### src/rtl/eep_pkg.sv
// ============================================================================
// Module      : eep_pkg
// Description : Shared loader state encoding and byte-width constant.
// Revision    : 1.0 - initial release
// ============================================================================
`default_nettype none

package eep_pkg;

    localparam int c_byte_width = 8;

    localparam logic [2:0] c_st_cnt_lo  = 3'd0;
    localparam logic [2:0] c_st_cnt_hi  = 3'd1;
    localparam logic [2:0] c_st_data_lo = 3'd2;
    localparam logic [2:0] c_st_data_hi = 3'd3;
    localparam logic [2:0] c_st_chk     = 3'd4;
    localparam logic [2:0] c_st_run     = 3'd5;
    localparam logic [2:0] c_st_err     = 3'd6;

    typedef enum logic [2:0] {
        ST_CNT_LO  = c_st_cnt_lo,
        ST_CNT_HI  = c_st_cnt_hi,
        ST_DATA_LO = c_st_data_lo,
        ST_DATA_HI = c_st_data_hi,
        ST_CHK     = c_st_chk,
        ST_RUN     = c_st_run,
        ST_ERR     = c_st_err
    } loader_state_e;

endpackage

`default_nettype wire

### src/rtl/eep_word_asm.sv
// ============================================================================
// Module      : eep_word_asm
// Description : Joins a low and a high byte into a word; one-cycle done pulse.
// Revision    : 1.0 - initial release
// ============================================================================
`default_nettype none

module eep_word_asm
    import eep_pkg::*;
(
    input  logic                        clk,
    input  logic                        rst_n,
    input  logic                        i_lo_load,
    input  logic                        i_hi_load,
    input  logic [c_byte_width-1:0]     i_byte,
    output logic [2*c_byte_width-1:0]   o_word,
    output logic                        o_word_done
);

    logic [c_byte_width-1:0]    lo_q, lo_d;
    logic [2*c_byte_width-1:0]  word_q, word_d;
    logic                       done_q, done_d;

    always_comb begin
        lo_d   = lo_q;
        word_d = word_q;
        done_d = i_hi_load;
        if (i_lo_load) begin
            lo_d = i_byte;
        end
        if (i_hi_load) begin
            word_d = {i_byte, lo_q};
        end
    end

    always_ff @(posedge clk or negedge rst_n) begin
        if (!rst_n) begin
            lo_q   <= '0;
            word_q <= '0;
            done_q <= 1'b0;
        end else begin
            lo_q   <= lo_d;
            word_q <= word_d;
            done_q <= done_d;
        end
    end

    assign o_word      = word_q;
    assign o_word_done = done_q;

endmodule

`default_nettype wire

### src/rtl/eep_loader.sv
// ============================================================================
// Module      : eep_loader
// Description : Byte-stream code loader for the eep core (count, words, run).
//               Optional trailing XOR checksum: define EEP_LOADER_CHECKSUM_EN.
// Revision    : 1.0 - initial release
// ============================================================================
`default_nettype none

module eep_loader
    import eep_pkg::*;
#(
    parameter int ADDR_WIDTH = 16,
    parameter int WORD_WIDTH = 16,
    parameter int DEPTH      = 256
) (
    input  logic                    clk,
    input  logic                    rst_n,
    input  logic                    in_valid,
    input  logic [7:0]              in_data,
    output logic                    in_ready,
    output logic                    wr_en,
    output logic [ADDR_WIDTH-1:0]   wr_addr,
    output logic [WORD_WIDTH-1:0]   wr_data,
    output logic                    cpu_run,
    output logic                    load_err
);

    localparam logic [ADDR_WIDTH-1:0] c_idx_one = {{(ADDR_WIDTH-1){1'b0}}, 1'b1};

`ifdef EEP_LOADER_CHECKSUM_EN
    localparam loader_state_e c_after_data = ST_CHK;
`else
    localparam loader_state_e c_after_data = ST_RUN;
`endif

    loader_state_e                  state_q, state_d;
    logic [c_byte_width-1:0]        cnt_lo_q, cnt_lo_d;
    logic [2*c_byte_width-1:0]      count_q, count_d;
    logic [ADDR_WIDTH-1:0]          idx_q, idx_d;
    logic [ADDR_WIDTH-1:0]          wr_addr_q, wr_addr_d;
    logic                           in_ready_q, in_ready_d;
    logic                           cpu_run_q, cpu_run_d;
    logic                           load_err_q, load_err_d;
`ifdef EEP_LOADER_CHECKSUM_EN
    logic [c_byte_width-1:0]        checksum_q, checksum_d;
`endif

    logic                           w_accept;
    logic                           w_lo_load;
    logic                           w_hi_load;
    logic                           w_last_word;
    logic [2*c_byte_width-1:0]      w_count_in;
    logic [2*c_byte_width-1:0]      w_word;
    logic                           w_word_done;

    assign w_accept    = in_valid && in_ready_q;
    assign w_count_in  = {in_data, cnt_lo_q};
    assign w_last_word = (32'(idx_q) + 32'd1) == 32'(count_q);

    always_comb begin
        state_d   = state_q;
        cnt_lo_d  = cnt_lo_q;
        count_d   = count_q;
        idx_d     = idx_q;
        wr_addr_d = wr_addr_q;
        w_lo_load = 1'b0;
        w_hi_load = 1'b0;
`ifdef EEP_LOADER_CHECKSUM_EN
        checksum_d = checksum_q;
`endif
        if (w_accept) begin
            case (state_q)
                ST_CNT_LO: begin
                    cnt_lo_d = in_data;
                    state_d  = ST_CNT_HI;
                end
                ST_CNT_HI: begin
                    count_d = w_count_in;
                    idx_d   = '0;
                    if (32'(w_count_in) > 32'(DEPTH)) begin
                        state_d = ST_ERR;
                    end else if (w_count_in == '0) begin
                        state_d = c_after_data;
                    end else begin
                        state_d = ST_DATA_LO;
                    end
                end
                ST_DATA_LO: begin
                    w_lo_load = 1'b1;
                    state_d   = ST_DATA_HI;
`ifdef EEP_LOADER_CHECKSUM_EN
                    checksum_d = checksum_q ^ in_data;
`endif
                end
                ST_DATA_HI: begin
                    w_hi_load = 1'b1;
                    wr_addr_d = idx_q;
`ifdef EEP_LOADER_CHECKSUM_EN
                    checksum_d = checksum_q ^ in_data;
`endif
                    // Index stops at N-1 so it never walks past the loaded range.
                    if (w_last_word) begin
                        state_d = c_after_data;
                    end else begin
                        idx_d   = idx_q + c_idx_one;
                        state_d = ST_DATA_LO;
                    end
                end
`ifdef EEP_LOADER_CHECKSUM_EN
                ST_CHK: begin
                    state_d = (in_data == checksum_q) ? ST_RUN : ST_ERR;
                end
`endif
                default: begin
                    state_d = state_q;
                end
            endcase
        end
        in_ready_d = (state_d != ST_RUN) && (state_d != ST_ERR);
        cpu_run_d  = (state_d == ST_RUN);
        load_err_d = (state_d == ST_ERR);
    end

    always_ff @(posedge clk or negedge rst_n) begin
        if (!rst_n) begin
            state_q    <= ST_CNT_LO;
            cnt_lo_q   <= '0;
            count_q    <= '0;
            idx_q      <= '0;
            wr_addr_q  <= '0;
            in_ready_q <= 1'b0;
            cpu_run_q  <= 1'b0;
            load_err_q <= 1'b0;
        end else begin
            state_q    <= state_d;
            cnt_lo_q   <= cnt_lo_d;
            count_q    <= count_d;
            idx_q      <= idx_d;
            wr_addr_q  <= wr_addr_d;
            in_ready_q <= in_ready_d;
            cpu_run_q  <= cpu_run_d;
            load_err_q <= load_err_d;
        end
    end

`ifdef EEP_LOADER_CHECKSUM_EN
    always_ff @(posedge clk or negedge rst_n) begin
        if (!rst_n) begin
            checksum_q <= '0;
        end else begin
            checksum_q <= checksum_d;
        end
    end
`endif

    eep_word_asm u_word_asm (
        .clk         (clk),
        .rst_n       (rst_n),
        .i_lo_load   (w_lo_load),
        .i_hi_load   (w_hi_load),
        .i_byte      (in_data),
        .o_word      (w_word),
        .o_word_done (w_word_done)
    );

    assign in_ready = in_ready_q;
    assign wr_en    = w_word_done;
    assign wr_addr  = wr_addr_q;
    assign wr_data  = w_word;
    assign cpu_run  = cpu_run_q;
    assign load_err = load_err_q;

endmodule

`default_nettype wire

### config.mk
export PLATFORM = sky130hd
export DESIGN_NAME = eep_loader
export DESIGN_NICKNAME = d
export VERILOG_FILES = /design/src/rtl/eep_pkg.sv /design/src/rtl/eep_word_asm.sv /design/src/rtl/eep_loader.sv
export SDC_FILE = /design/constraint.sdc
export NUM_CORES = 1
export LEC_CHECK = 0
export CAP_MARGIN = 5
export CELL_PAD_IN_SITES_DETAIL_PLACEMENT = 1
export CELL_PAD_IN_SITES_GLOBAL_PLACEMENT = 1
export CORE_AREA = 2 2 105 107
export CTS_CLUSTER_DIAMETER = 30
export DETAILED_ROUTE_END_ITERATION = 12
export DIE_AREA = 0 0 107 109
export PLACE_DENSITY = 0.77
export SLEW_MARGIN = 20
export SYNTH_ARGS = -nofsm -noshare
export SYNTH_HDL_FRONTEND = slang
export SYNTH_SLANG_ARGS = --single-unit
export TNS_END_PERCENT = 50
### constraint.sdc
create_clock -name clk -period 2.7 [get_ports clk]
set_input_delay 0.675 -clock clk [delete_from_list [all_inputs] [get_ports clk]]
set_output_delay 0.675 -clock clk [all_outputs]
set_load 0.005 [all_outputs]
Word-level counts from Yosys, hierarchy flattened
Index checks and enable logic that the tools add are counted.
{ "classes": {"n_addsub": 2, "n_lt_le_gt_ge": 1, "eq_ne": 9, "mux": 11, "n_reduce_logical": 9} }
{ "op_table": {"columns": ["cell", "n"], "rows": [
  ["16-bit one-hot mux with 2 select lines", 1],
  ["16-bit by 1-bit adder with 17-bit output (second input constant)", 1],
  ["17-bit by 16-bit == test with 1-bit output", 1],
  ["16-bit by 1-bit adder with 16-bit output (second input constant)", 1],
  ["16-bit by 9-bit > comparator with 1-bit output (second input constant)", 1],
  ["16-bit zero test", 1],
  ["16-bit 2-to-1 mux", 1],
  ["3-bit 2-to-1 mux", 4],
  ["3-bit one-hot mux with 4 select lines", 1],
  ["3-bit by 2-bit == test with 1-bit output (second input constant)", 2],
  ["3-bit == test (second input constant)", 2],
  ["3-bit != test (second input constant)", 2],
  ["2-bit AND reduction", 3],
  ["1-bit 2-to-1 mux", 4],
  ["3-bit by 1-bit == test with 1-bit output (second input constant)", 1],
  ["3-bit zero test", 1],
  ["3-bit AND reduction", 1],
  ["1-bit logical AND", 2],
  ["2-bit != test (second input constant)", 1],
  ["2-bit nonzero test", 1]
]} }
{ "totals": {"regBits": 87, "input_bits": 11, "out_inout_bits": 36, "elab_cells": 43} }

Depth between registers and ports, before layout
Gate-level depths: netlist (run 1).
{ "depth": {"depth_word": 7, "mapped_depth": 11} }

Modules after synthesis
Synthesis (run 1) repeated with hierarchy kept, for this count alone.
{ "hier_totals": {"cells_unflattened": 396, "hier_area_um2": 4332.9} }
{ "modules_own_cells": {"columns": ["mod", "n_inst", "cells_each", "area_each_um2"], "rows": [
  ["eep_loader", 1, 344, 3363.2],
  ["eep_word_asm", 1, 52, 969.7]
]} }

Worst setup path before layout (run 1)
Ideal clock, no wire load.
{ "synth_timing": {"path_type": "register to register", "from": "register idx_q[0]", "to": "register idx_q[3]", "arrival_ns": 2.741, "required_time_ns": 2.576, "slack_ns": -0.165, "path_stages_with_launch": 12, "period_less_slack_ns": 2.865, "cell_sequence": "dfrtp_1 -> ha_1 -> nand4_1 -> nor2_1 -> a21o_1 -> o211ai_1 -> or4_1 -> buf_6 -> and2_4 -> buf_6 -> and3_1 -> a211o_1"} }
{ "synth_via": {"elab_chain_len": 4} }
{ "synth_rtl": {"columns": ["item", "line", "rtl"], "rows": [
  ["start, declared", "eep_loader.sv:39", "logic [ADDR_WIDTH-1:0] idx_q, idx_d;"],
  ["start signal, assigned", "eep_loader.sv:138", "idx_q <= idx_d;"],
  ["16-bit by 1-bit adder with 17-bit output", "eep_loader.sv:58", "assign w_last_word = (32'(idx_q) + 32'd1) == 32'(count_q);"],
  ["17-bit by 16-bit == test with 1-bit output", "eep_loader.sv:58", null],
  ["2-bit != test (no source line)", null, null],
  ["3-bit AND reduction (no source line)", null, null]
]} }
Several ways; a longest one is shown, not always the timed one. The select of a mux whose other input is x is not followed.
A chain may end at the register's enable or synchronous reset.

Worst setup path after layout (run 1)
{ "layout_timing": {"from": "register idx_q[6]", "to": "register idx_q[11]"} }
Same word-level chain as after synthesis.

==> results of run 1 <==
-- state kept, by name, summed over array words and instances, names as in the netlist --
register and flops:
count_q 16, idx_q 16, u_word_asm.o_word 16, wr_addr 16
cnt_lo_q 8, u_word_asm.lo_q 8, state_q 3, cpu_run 1
in_ready 1, load_err 1, u_word_asm.o_word_done 1
-- report_power, final --
group	internal, mW	switching, mW
Clock	0.389	0.501
Sequential	1.77	0.412
Combinational	1.21	0.840
-- worst max path at each step --
stage              from        end
2_1_floorplan  idx_q[1]   idx_q[9]
3_3_place_gp   idx_q[1]   idx_q[0]
3_5_place_dp   idx_q[1]   idx_q[3]
4_1_cts        idx_q[0]  idx_q[11]
5_1_grt        idx_q[3]   idx_q[7]
6_report       idx_q[6]  idx_q[11]
-- cell type report --
type	count	share of cell area, %
clock buffer	11	2.637
multi-input combinational	240	36.11
tap	140	3.051
inverter	7	0.4576
clock inverter	5	0.6973
timing repair buffer	126	19.07
sequential	87	37.98
-- kinds of logic after synthesis --
kind of cell | count (synthesis)
muxes | 62
buffers and inverters | 31
xor gates and xnor gates | 20
and+or+nand+nor | 100
AOI/OAI and AO/OA | 57
DFF | 87
adders and majority gates | 1
-- metrics by stage --
step	TNS (ps)	hold slack [ps]	worst slack (ps)	power, mW
6_report	-809.1	293.9	-117.4	5.127
5_1_grt	-3155	319.4	-242.9	5.455
4_1_cts	-106.7	289.2	-36.83	5.059
3_5_place_dp	-2253	473.6	-192.6	4.055
3_3_place_gp	-1083	463.3	-135.6	3.947
2_1_floorplan	-493.3	379.4	-95.04	3.061
-- per-layer routing --
layer  vias up  GRT usage, %  wire length [um]  part of all wire, %
met5         -             0                 0                    0
met4         0         10.85               537                  4.3
met3        41         4.782               437                  3.5
met2        87         40.13              6309                   50
met1      1713         28.07              5270                   42
li1       1538             -                 -                    -
-- Yosys cell counts (3+ instances only) --
cell type	count
dfrtp_1	87
xor2_1	7
o21ai_0	9
o211ai_1	4
nand3_1	8
a21o_1	3
nor3b_1	4
nand4_1	9
nor4_1	7
o22ai_1	4
o31ai_1	5
nor3_1	4
a21oi_1	7
a31oi_1	3
nand2_1	24
xnor2_1	12
mux2_2	61
inv_1	7
a211o_1	3
buf_2	8
or3_1	5
clkbuf_1	11
nor2_1	9
and2_1	6
a41oi_1	4
and3_1	10
-- repair_timing --
item                                   4_1_cts  5_1_grt
buffers inserted                             3        1
setup endpoints to repair                   20       18
pin swaps                                   12        8
endpoints found under the hold margin        0        0
resized for setup                           20       16
==> metrics.md, run 1 <==
| Metric | Value |
|---|---|
| CP delay by family, top | simple AND/OR/NAND/NOR gates |
| Util after Layout | 54.15% |
| Layout Cells excl Fill | slightly above 600 |
| Max Clock Skew | approximately 9.5 ps |
| Top cells by area, synth | dfrtp_1 52%, mux2_2 16%, xnor2_1 2.5% |
| Synth area leader | dfrtp_1 |
| Final Max Tran Viols | 0 |
| Cell area after layout | 0.005742 sq mm |
| H-tree depth | 3 |
| WL per Instance | roughly 20 um |
| Via Count | 3,379 |
| Post-synth top area share | 51.60% |
| I/O Buffers | 46 |
| CP Capture Type | flop |
| Max Freq | 0.3549 GHz |
| Final worst slack | -117.4 ps |
| #FFs+latches synth | 87 |
| # DRC | 0 |
| Die ar. | 0.01166 sq mm |
| Top FF cell, synth | dfrtp_1 |
| Failing checks | negative setup slack |
| Worst IR Drop VDD | 0.0004847 V |
| CP max-delay cell | or4b_4 |
| Period utilization | 104.3% |
| Worst reg2reg endpoint | idx_q[11] |
| Nets | slightly below 500 |
| Synthesized Nets | 370 |
| Seq/Total Area, Yosys | slightly above 50% |
| Rel. slew slack | about three fifths |
| Placed Cells | roughly 600 |
| Number of flops mapped to enable cells by yosys | 0 |
| Multiplexer area fraction after synthesis | between 15 and 20% |
| Status | complete, but fails checks |
| Number of unique standard cell types used by synthesis | 56 |
| Max clock buf depth | 2 |
| Asr flop ratio synth | 100.0% |
| Pin count of the biggest net entering global routing | 44 |
| Vias in the first global route | 3,721 |
| Hpwl dp | 9.044 mm |
| Placed Instance Area | around 0.0053 sq mm |
| CTS buffer count | 9 |
| Synth Area in Simple Gates | 13.52% |
| Post-DRT Antenna Nets | 0 |
| WP data required | between 2000 and 3000 ps |
| First-pass GRT wire length | between 20 and 25 mm |
| Ant. Diodes | 0 |
| Die span in x | 107 um |
| Reg2reg setup slack | -120 ps |
| CTS Hold Bufs | 0 |
| Core area | between 0.01 and 0.015 sq mm |
| Largest family of logic cells by synthesized area | multiplexers |
| Clock-pin slew on the worst setup and hold paths | 90 ps |
| Mapped Cells | 358 |
| Post-synthesis cell area | 0.004219 sq mm |
| Clock Latency Late Sink | between 300 and 400 ps |
| Final hold vios | 0 |
| Multi-input logic area | 0.002073 sq mm |
| Worst r2r src | idx_q[6] |
| Commonest non-fill, non-tap cell in the layout | dfrtp_1 |
| Initial antenna violation count | 0 |
| Crit path DAT | 3100 ps |
| Filler Cells Inserted | 1,131 |
| Cell Pwr Density | slightly below 900 mW/mm^2 |
| CTS tree | yes |
| Crit path time final | ~2800 ps |
| WP buf/inv | 2 |
| Total gr overflow | 0 |
| Area Growth Syn to Fin | 36.09% |
| Worst path depth | 10 |
| Worst Max-Slew Pin Slew | 622.1 ps |
| Leakage | 2.525 nW |
| Post-synthesis adder-cell area fraction | less than 1% |
| Global-route usage over all layers | 23.28% |
| Crit-path max cell delay | 490 ps |
| Worst-path cell chain | nand3_1 -> buf_4 -> nor2_1 -> o311ai_4 -> o211ai_1 -> or3_1 -> or4b_4 -> buf_6 -> and2_4 -> a311oi_2 |
| Initial core utilization | between 30 and 40% |
| Ratio of cells with drive above 1 in the final layout | 41.18% |
| Root Driver | clkbuf_8 |
| Area fraction in compound gates after synthesis | 10.02% |
| 1st-pass router iterations | 4 |
| # setup viols final | 11 |
| Unrepaired setup endpoints after global routing | yes |
| FF/Latch Area | 0.002181 sq mm |
| Routed WL | 12.56 mm |
| Starting DRT DRC Count | 84 |
| Min-Delay Path Class | primary input to async pin |
| Die height | 109 um |
| Ys Warns | 0 |
| Post-Synth XOR/XNOR Area | 4.478% |
| Startpoint Class | flop |
| Crit Path Category | flop to flop |
| Synthesized area per cell | 11.79 sq um |
| Final RePlAce weighted congestion | 0.9032 |
| Top Ports | 47 |
| Clk sinks | 87 |
| R2R depth | 10 |
| Max FO, Critical Path | 8 |
| Most frequent cells in the layout | 84 x dfrtp_1, 76 x buf_4, 61 x mux2_2 |
| Row cnt | 38 |
| Via/cell ratio | between 5 and 6 |
| Max-Cap Viols | 0 |
Power figures use the tool's default switching activity.
==> run 2: changes to the inputs <==
CORE_AREA = 2 2 96 98   (was 2 2 105 107)
CTS_BUF_LIST = sky130_fd_sc_hd__clkbuf_16   (was unset)
CTS_CLUSTER_SIZE = 20   (was unset)
DIE_AREA = 0 0 98 100   (was 0 0 107 109)
PLACE_DENSITY = 0.86   (was 0.77)
clock period = 3.33 ns   (was 2.7 ns; I/O delays follow)
==> run 2 against run 1 <==
  * Maximum frequency decreased by 11%
  * The flow now finishes without violations
  * Highest routed layer unchanged
  * Clock skew decreased by 1.7 ps
  * Critical path type unchanged
  * Critical path depth decreased by 1
  * Largest cell class unchanged
  * Non-clock buffer count decreased by 66
==> metrics.md, run 2 (synthesis results as in run 1) <==
| Metric | Value |
|---|---|
| Cell area after layout | 0.005115 sq mm (-11%) |
| Layout Cells excl Fill | 521 (-15%) |
| Commonest non-fill, non-tap cell in the layout | dfrtp_1 |
| Top Metal Used | met4 |
| Routed WL | 11.66 mm (-7.1%) |
| # DRC | 0 (unchanged) |
| Initial core utilization | 47.46% (+7.7 points) |
| Max clock buf depth | 2 (unchanged) |
| 1st-pass router iterations | 4 (unchanged) |
| Startpoint Class | flop |
| Via/cell ratio | 6.104 (+11%) |
| Wl on met1 | 4.728 mm (-10%) |
| Placed Instance Area | 0.004797 sq mm (-10%) |
| Rel. slew slack | 48.16% (-10 points) |
| Leakage | 2.225 nW (-12%) |
| FF/Latch Area | 0.002181 sq mm (unchanged) |
| Pin count of the biggest net entering global routing | 88 (+100%) |
| Worst IR Drop VDD | 0.0004823 V (-0.50%) |
| Crit path DAT | 3390 ps (+290 ps) |
| CTS tree | yes |
| Starting DRT DRC Count | 200 (+140%) |
| Ant. Diodes | 0 (unchanged) |
| CP delay by family, top | simple AND/OR/NAND/NOR gates |
| Nets | 417 (-14%) |
| CTS Hold Bufs | 0 (unchanged) |
| # setup viols final | 0 (-11) |
| Clk sinks | 87 (unchanged) |
| Max-Cap Viols | 0 (unchanged) |
| Crit Path Category | flop to flop |
| Post-CTS sizing | 0 (-100%) |
| Die span in x | 98 um (-8.4%) |
| Total gr overflow | 0 (unchanged) |
| WP data required | 3560 ps (+580 ps) |
| I/O Buffers | 46 (unchanged) |
| CP max-delay cell | or4_1 |
| Core area | 0.008890 sq mm (-16%) |
| Die ar. | 0.009800 sq mm (-16%) |
| Via Count | 3,180 (-5.9%) |
| WL met3 | 593 um (+36%) |
| Worst-path cell chain | ha_1 -> and3_1 -> nand4_1 -> a211oi_2 -> o211ai_1 -> or4_1 -> and2_4 -> and3_1 -> a211o_1 |
| Final RePlAce weighted congestion | 0.9514 (+5.3%) |
| Die height | 100 um (-8.3%) |
| Post-DRT Antenna Nets | 0 (unchanged) |
| CTS buffer count | 9 (unchanged) |
| Final Max Tran Viols | 0 (unchanged) |
| Max FO, Critical Path | 10 (+2) |
| Ratio of cells with drive above 1 in the final layout | 25.37% (-16 points) |
| H-tree depth | 3 (unchanged) |
| Row cnt | 35 (-7.9%) |
| Most frequent cells in the layout | 84 x dfrtp_1, 61 x mux2_2, 45 x clkdlybuf4s50_1 |
| CP Capture Type | flop |
| Max Freq | 0.3166 GHz (-11%) |
| Setup TNS | 0 ps (+809.1 ps) |
| Area Growth Syn to Fin | 21.23% |
| Vias in the first global route | 3,403 (-8.5%) |
| Placed Cells | 505 (-15%) |
| Max Clock Skew | 7.816 ps (-1.725 ps) |
| Period utilization | 94.84% (-9.5 points) |
| First-pass GRT wire length | 18.82 mm (-7.6%) |
| Filler Cells Inserted | 898 (-21%) |
| Initial antenna violation count | 0 (unchanged) |
| Final hold vios | 0 (unchanged) |
| Global-route usage over all layers | 24.97% (+1.7 points) |
| Crit-path max cell delay | 650 ps (+160 ps) |
| Min-Delay Path Class | flop to flop |
| Status | completed |
| Root Driver | clkbuf_16 |
| Reg2reg setup slack | 170 ps (+290 ps) |
| Worst Max-Slew Pin Slew | 777.6 ps (+155.5 ps) |
| Hpwl dp | 7.667 mm (-15%) |
| Unrepaired setup endpoints after global routing | no |
| Final worst slack | 171.9 ps (+289.3 ps) |
| Cell Pwr Density | 814.0 mW/mm^2 (-8.8%) |
| Post-CTS Setup Inserts | 0 (-3) |
| Multi-input logic area | 0.001904 sq mm (-8.1%) |
| Worst path most repeated cell | and3_1 |
| Clock-pin slew on the worst setup and hold paths | 60 ps (-30 ps) |
| Crit path time final | 3158 ps (+340.7 ps) |
| Top Ports | 47 (unchanged) |
| Setup Slack @ Placement | 87.95 ps (+280.6 ps) |
| WL per Instance | 22.38 um (+9.8%) |
| Clock Latency Late Sink | 340 ps (-40 ps) |
| Metal2 WL | 6.086 mm (-3.5%) |
| WP buf/inv | 0 (-2) |
[run 2: cell types whose count changed in the layout (fill, tap and decap cells not counted), sizes merged]
cell      delta
bufinv       +1
clkinvlp     -2
buf         -66
clkinv       +2
inv          +1
clkbuf       -2
[run 2: power breakdown]
group / switching [mW] / internal (mW) / total (mW)
logic: 0.573 / 0.764 / 1.34
clock network: 0.446 / 0.583 / 1.03
registers: 0.359 / 1.44 / 1.80
[run 2: metal layers]
layer	vias up	global-route usage, %
li1	1405	-
met1	1639	30.03
met2	111	44.52
met3	25	5.919
met4	0	7.906
met5	-	0
[run 2: final timing paths]
path	start	endpoint	cells past startpoint
setup / recovery	idx_q[0]	idx_q[3]	9
hold / removal	wr_addr[12]	wr_addr[12]	2
setup reg to reg	idx_q[0]	idx_q[3]	9
hold reg to reg	wr_addr[12]	wr_addr[12]	2
max in group asynchronous	rst_n	idx_q[0]	1
min in group asynchronous	rst_n	wr_addr[5]	1
[run 2: final cells by class]
type | count | area share [%]
Sequential cell | 87 | 42.64
Multi-Input combinational cell | 240 | 37.23
Timing Repair Buffer | 60 | 11.08
Clock buffer | 9 | 4.403
Tap cell | 111 | 2.715
Clock inverter | 7 | 1.419
Inverter | 7 | 0.5137
[run 2: tightest hold or removal path, delay by kind of cell (launching register included)]
kind	cells	cell delay [ps]
AOI/OAI and AO/OA	1	60
DFF	1	340
and+or+nand+nor	1	40
[run 2: stage by stage]
| step | hold slack [ps] | power, mW | utilization (%) |
|---|---|---|---|
| 4_1_cts | 496.2 | 4.186 | 57.31 |
| 3_3_place_gp | 465.5 | 2.980 | 53.96 |
| 6_report | 485.3 | 4.164 | 57.54 |
| 2_1_floorplan | 473.3 | 2.466 | - |
| 5_1_grt | 521.6 | 4.383 | 57.54 |
| 3_5_place_dp | 479.7 | 3.071 | 53.96 |
==> run 3: changes to the inputs <==
CORE_AREA = 2 2 100 102   (was 2 2 96 98)
DIE_AREA = 0 0 102 104   (was 0 0 98 100)
PLACE_DENSITY = 0.8   (was 0.86)
clock period = 3 ns   (was 3.33 ns; I/O delays follow)
==> run 3 against run 2 <==
  * Sequential cell count unchanged
  * Global-route usage decreased by 1.7 points
  * Critical endpoint is now load_err
  * Largest power group unchanged
  * Clock skew increased by 0.76 ps
  * Clock-buffer cell count unchanged
  * Wire length decreased by 2.8%
  * Via count decreased by 0.13%
==> metrics.md, run 3 (synthesis results as in run 1) <==
| Metric | Value |
|---|---|
| Hpwl dp | 8.258 mm (+7.7%) |
| # DRC | 0 (unchanged) |
| Leakage | 2.323 nW (+4.4%) |
| Placed Cells | 549 (+8.7%) |
| Clock-pin slew on the worst setup and hold paths | 70 ps (about the same) |
| CP max-delay cell | or4_4 |
| # setup viols final | 0 (unchanged) |
| Nets | 440 (+5.5%) |
| CTS tree | yes |
| CTS Hold Bufs | 0 (unchanged) |
| Clock Latency Late Sink | 340 ps (about the same) |
| Setup Slack @ Placement | -50.53 ps (-138.5 ps) |
| Max Clock Skew | 8.575 ps (+0.7589 ps) |
| Global-route usage over all layers | 23.25% (-1.7 points) |
| Worst-path cell chain | nand4_2 -> or3_1 -> a211oi_2 -> o211ai_1 -> or4_4 -> a21oi_1 -> a41oi_2 -> nor4_2 |
| Most frequent cells in the layout | 83 x dfrtp_1, 61 x mux2_2, 45 x clkdlybuf4s50_1 |
| Initial core utilization | 44.18% (-3.3 points) |
| WP data required | 3250 ps (-310 ps) |
| Crit path DAT | 3110 ps (-280 ps) |
| Max-Cap Viols | 0 (unchanged) |
| Ratio of cells with drive above 1 in the final layout | 31.25% (+5.9 points) |
| Unrepaired setup endpoints after global routing | no |
| Via/cell ratio | 5.621 (-7.9%) |
| Via Count | 3,176 (-0.13%) |
| H-tree depth | 3 (unchanged) |
| Crit path time final | 2867 ps (-290.7 ps) |
| Initial antenna violation count | 0 (unchanged) |
| CP Capture Type | flop |
| CP delay by family, top | simple AND/OR/NAND/NOR gates |
| Setup TNS | 0 ps (unchanged) |
| Status | completed |
| Sw Ratio | 32.08% (-1.0 points) |
| Total gr overflow | 0 (unchanged) |
| Final Max Tran Viols | 0 (unchanged) |
| WP buf/inv | 0 (unchanged) |
| Starting DRT DRC Count | 107 (-47%) |
| Ant. Diodes | 0 (unchanged) |
| Core area | 0.009549 sq mm (+7.4%) |
| Final worst slack | 132.6 ps (-39.27 ps) |
| Routed WL | 11.33 mm (-2.8%) |
| Sequential Power Share | 42.1% (-1.1 points) |
| Cell Pwr Density | 863.8 mW/mm^2 (+6.1%) |
| Commonest non-fill, non-tap cell in the layout | dfrtp_1 |
| Tot Pwr | 4.635 mW (+11%) |
| Int Power | 3.148 mW (+13%) |
| Vias in the first global route | 3,522 (+3.5%) |
| Final hold vios | 0 (unchanged) |
| CTS buffer count | 9 (unchanged) |
| Post-DRT Antenna Nets | 0 (unchanged) |
| Period utilization | 95.58% (+0.74 points) |
| Startpoint Class | flop |
| Layout Cells excl Fill | 565 (+8.4%) |
| Rel. slew slack | 58.56% (+10 points) |
| Clk sinks | 87 (unchanged) |
| Die span in x | 102 um (+4.1%) |
| Row cnt | 36 (+2.9%) |
| Worst IR Drop VDD | 0.0004796 V (-0.55%) |
| Util after Layout | 56.20% (-1.3 points) |
| Die height | 104 um (+4.0%) |
| Max FO, Critical Path | 8 (-2) |
| Net Sw Power | 1.487 mW (+7.9%) |
| Area Growth Syn to Fin | 27.19% |
| Die ar. | 0.01061 sq mm (+8.2%) |
| Crit-path max cell delay | 560 ps (-90 ps) |
| Pin count of the biggest net entering global routing | 49 (-44%) |
| Clock power share | 24.3% (-0.4 points) |
| First-pass GRT wire length | 18.68 mm (-0.73%) |
| I/O Buffers | 46 (unchanged) |
| Worst Max-Slew Pin Slew | 621.7 ps (-155.9 ps) |
| Top Ports | 47 (unchanged) |
| Min-Delay Path Class | primary input to async pin |
| Final RePlAce weighted congestion | 0.9921 (+4.3%) |
| Max Freq | 0.3487 GHz (+10%) |
| Max clock buf depth | 2 (unchanged) |
| Combinational share of power | 33.6% (+1.5 points) |
| Root Driver | clkbuf_16 |
| WL per Instance | 20.06 um (-10%) |
| Crit Path Category | flop to flop |
| 1st-pass router iterations | 4 (unchanged) |
==> run 3: power by group through the flow <==
stage          combinational, mW  clock, mW  sequential, mW
6_report                    1.56       1.13            1.95
2_1_floorplan              0.901          0            1.84
5_1_grt                     1.71       1.20            2.00
4_1_cts                     1.54       1.15            1.94
3_5_place_dp                1.49          0            1.95
3_3_place_gp                1.43          0            1.92
==> run 3: cell type report <==
class                      count  area [sq um]
clock buffer                   9         225.2
clock inverter                 6         70.07
fill                        1017          4183
inverter                       7         26.28
multi-input combinational    240          1948
sequential                    87          2182
tap                          133         166.4
timing repair buffer          83         748.2
==> run 3: path summary, 6_finish.rpt <==
| kind | to | cells after the start | slack (ps) | start |
|---|---|---|---|---|
| max in group asynchronous | idx_q[3] | 2 | 1940 | rst_n |
| setup reg to reg | load_err | 8 | 130 | idx_q[8] |
| min in group clk | wr_addr[1] | 2 | 480 | wr_addr[1] |
| hold reg to reg | wr_addr[1] | 2 | 480 | wr_addr[1] |
| hold / removal | idx_q[5] | 1 | 420 | rst_n |
| setup / recovery | load_err | 8 | 130 | idx_q[8] |
==> run 3: through the flow <==
stage	hold WS [ps]	area, sq um
global route	468.5	5366
floorplan	454.4	4219
global placement	464.2	5002
finish	416.8	5366
detailed placement	480.0	5002
CTS	434.7	5313
==> run 3: per-layer routing <==
| metal | global-route usage (%) | up-vias | share of wire, % |
|---|---|---|---|
| met5 | 0 | - | 0 |
| met4 | 8.667 | 0 | 2.3 |
| met3 | 5.645 | 19 | 3.8 |
| met2 | 38.25 | 73 | 52 |
| met1 | 29.43 | 1634 | 42 |
| li1 | - | 1450 | - |
==> run 3: timing repair <==
action / CTS / global route
cloned: 0 / 0
endpoints found under the setup margin: 5 / 14
resized for setup: 3 / 11
pin swaps: 1 / 5
buffers inserted: 1 / 0
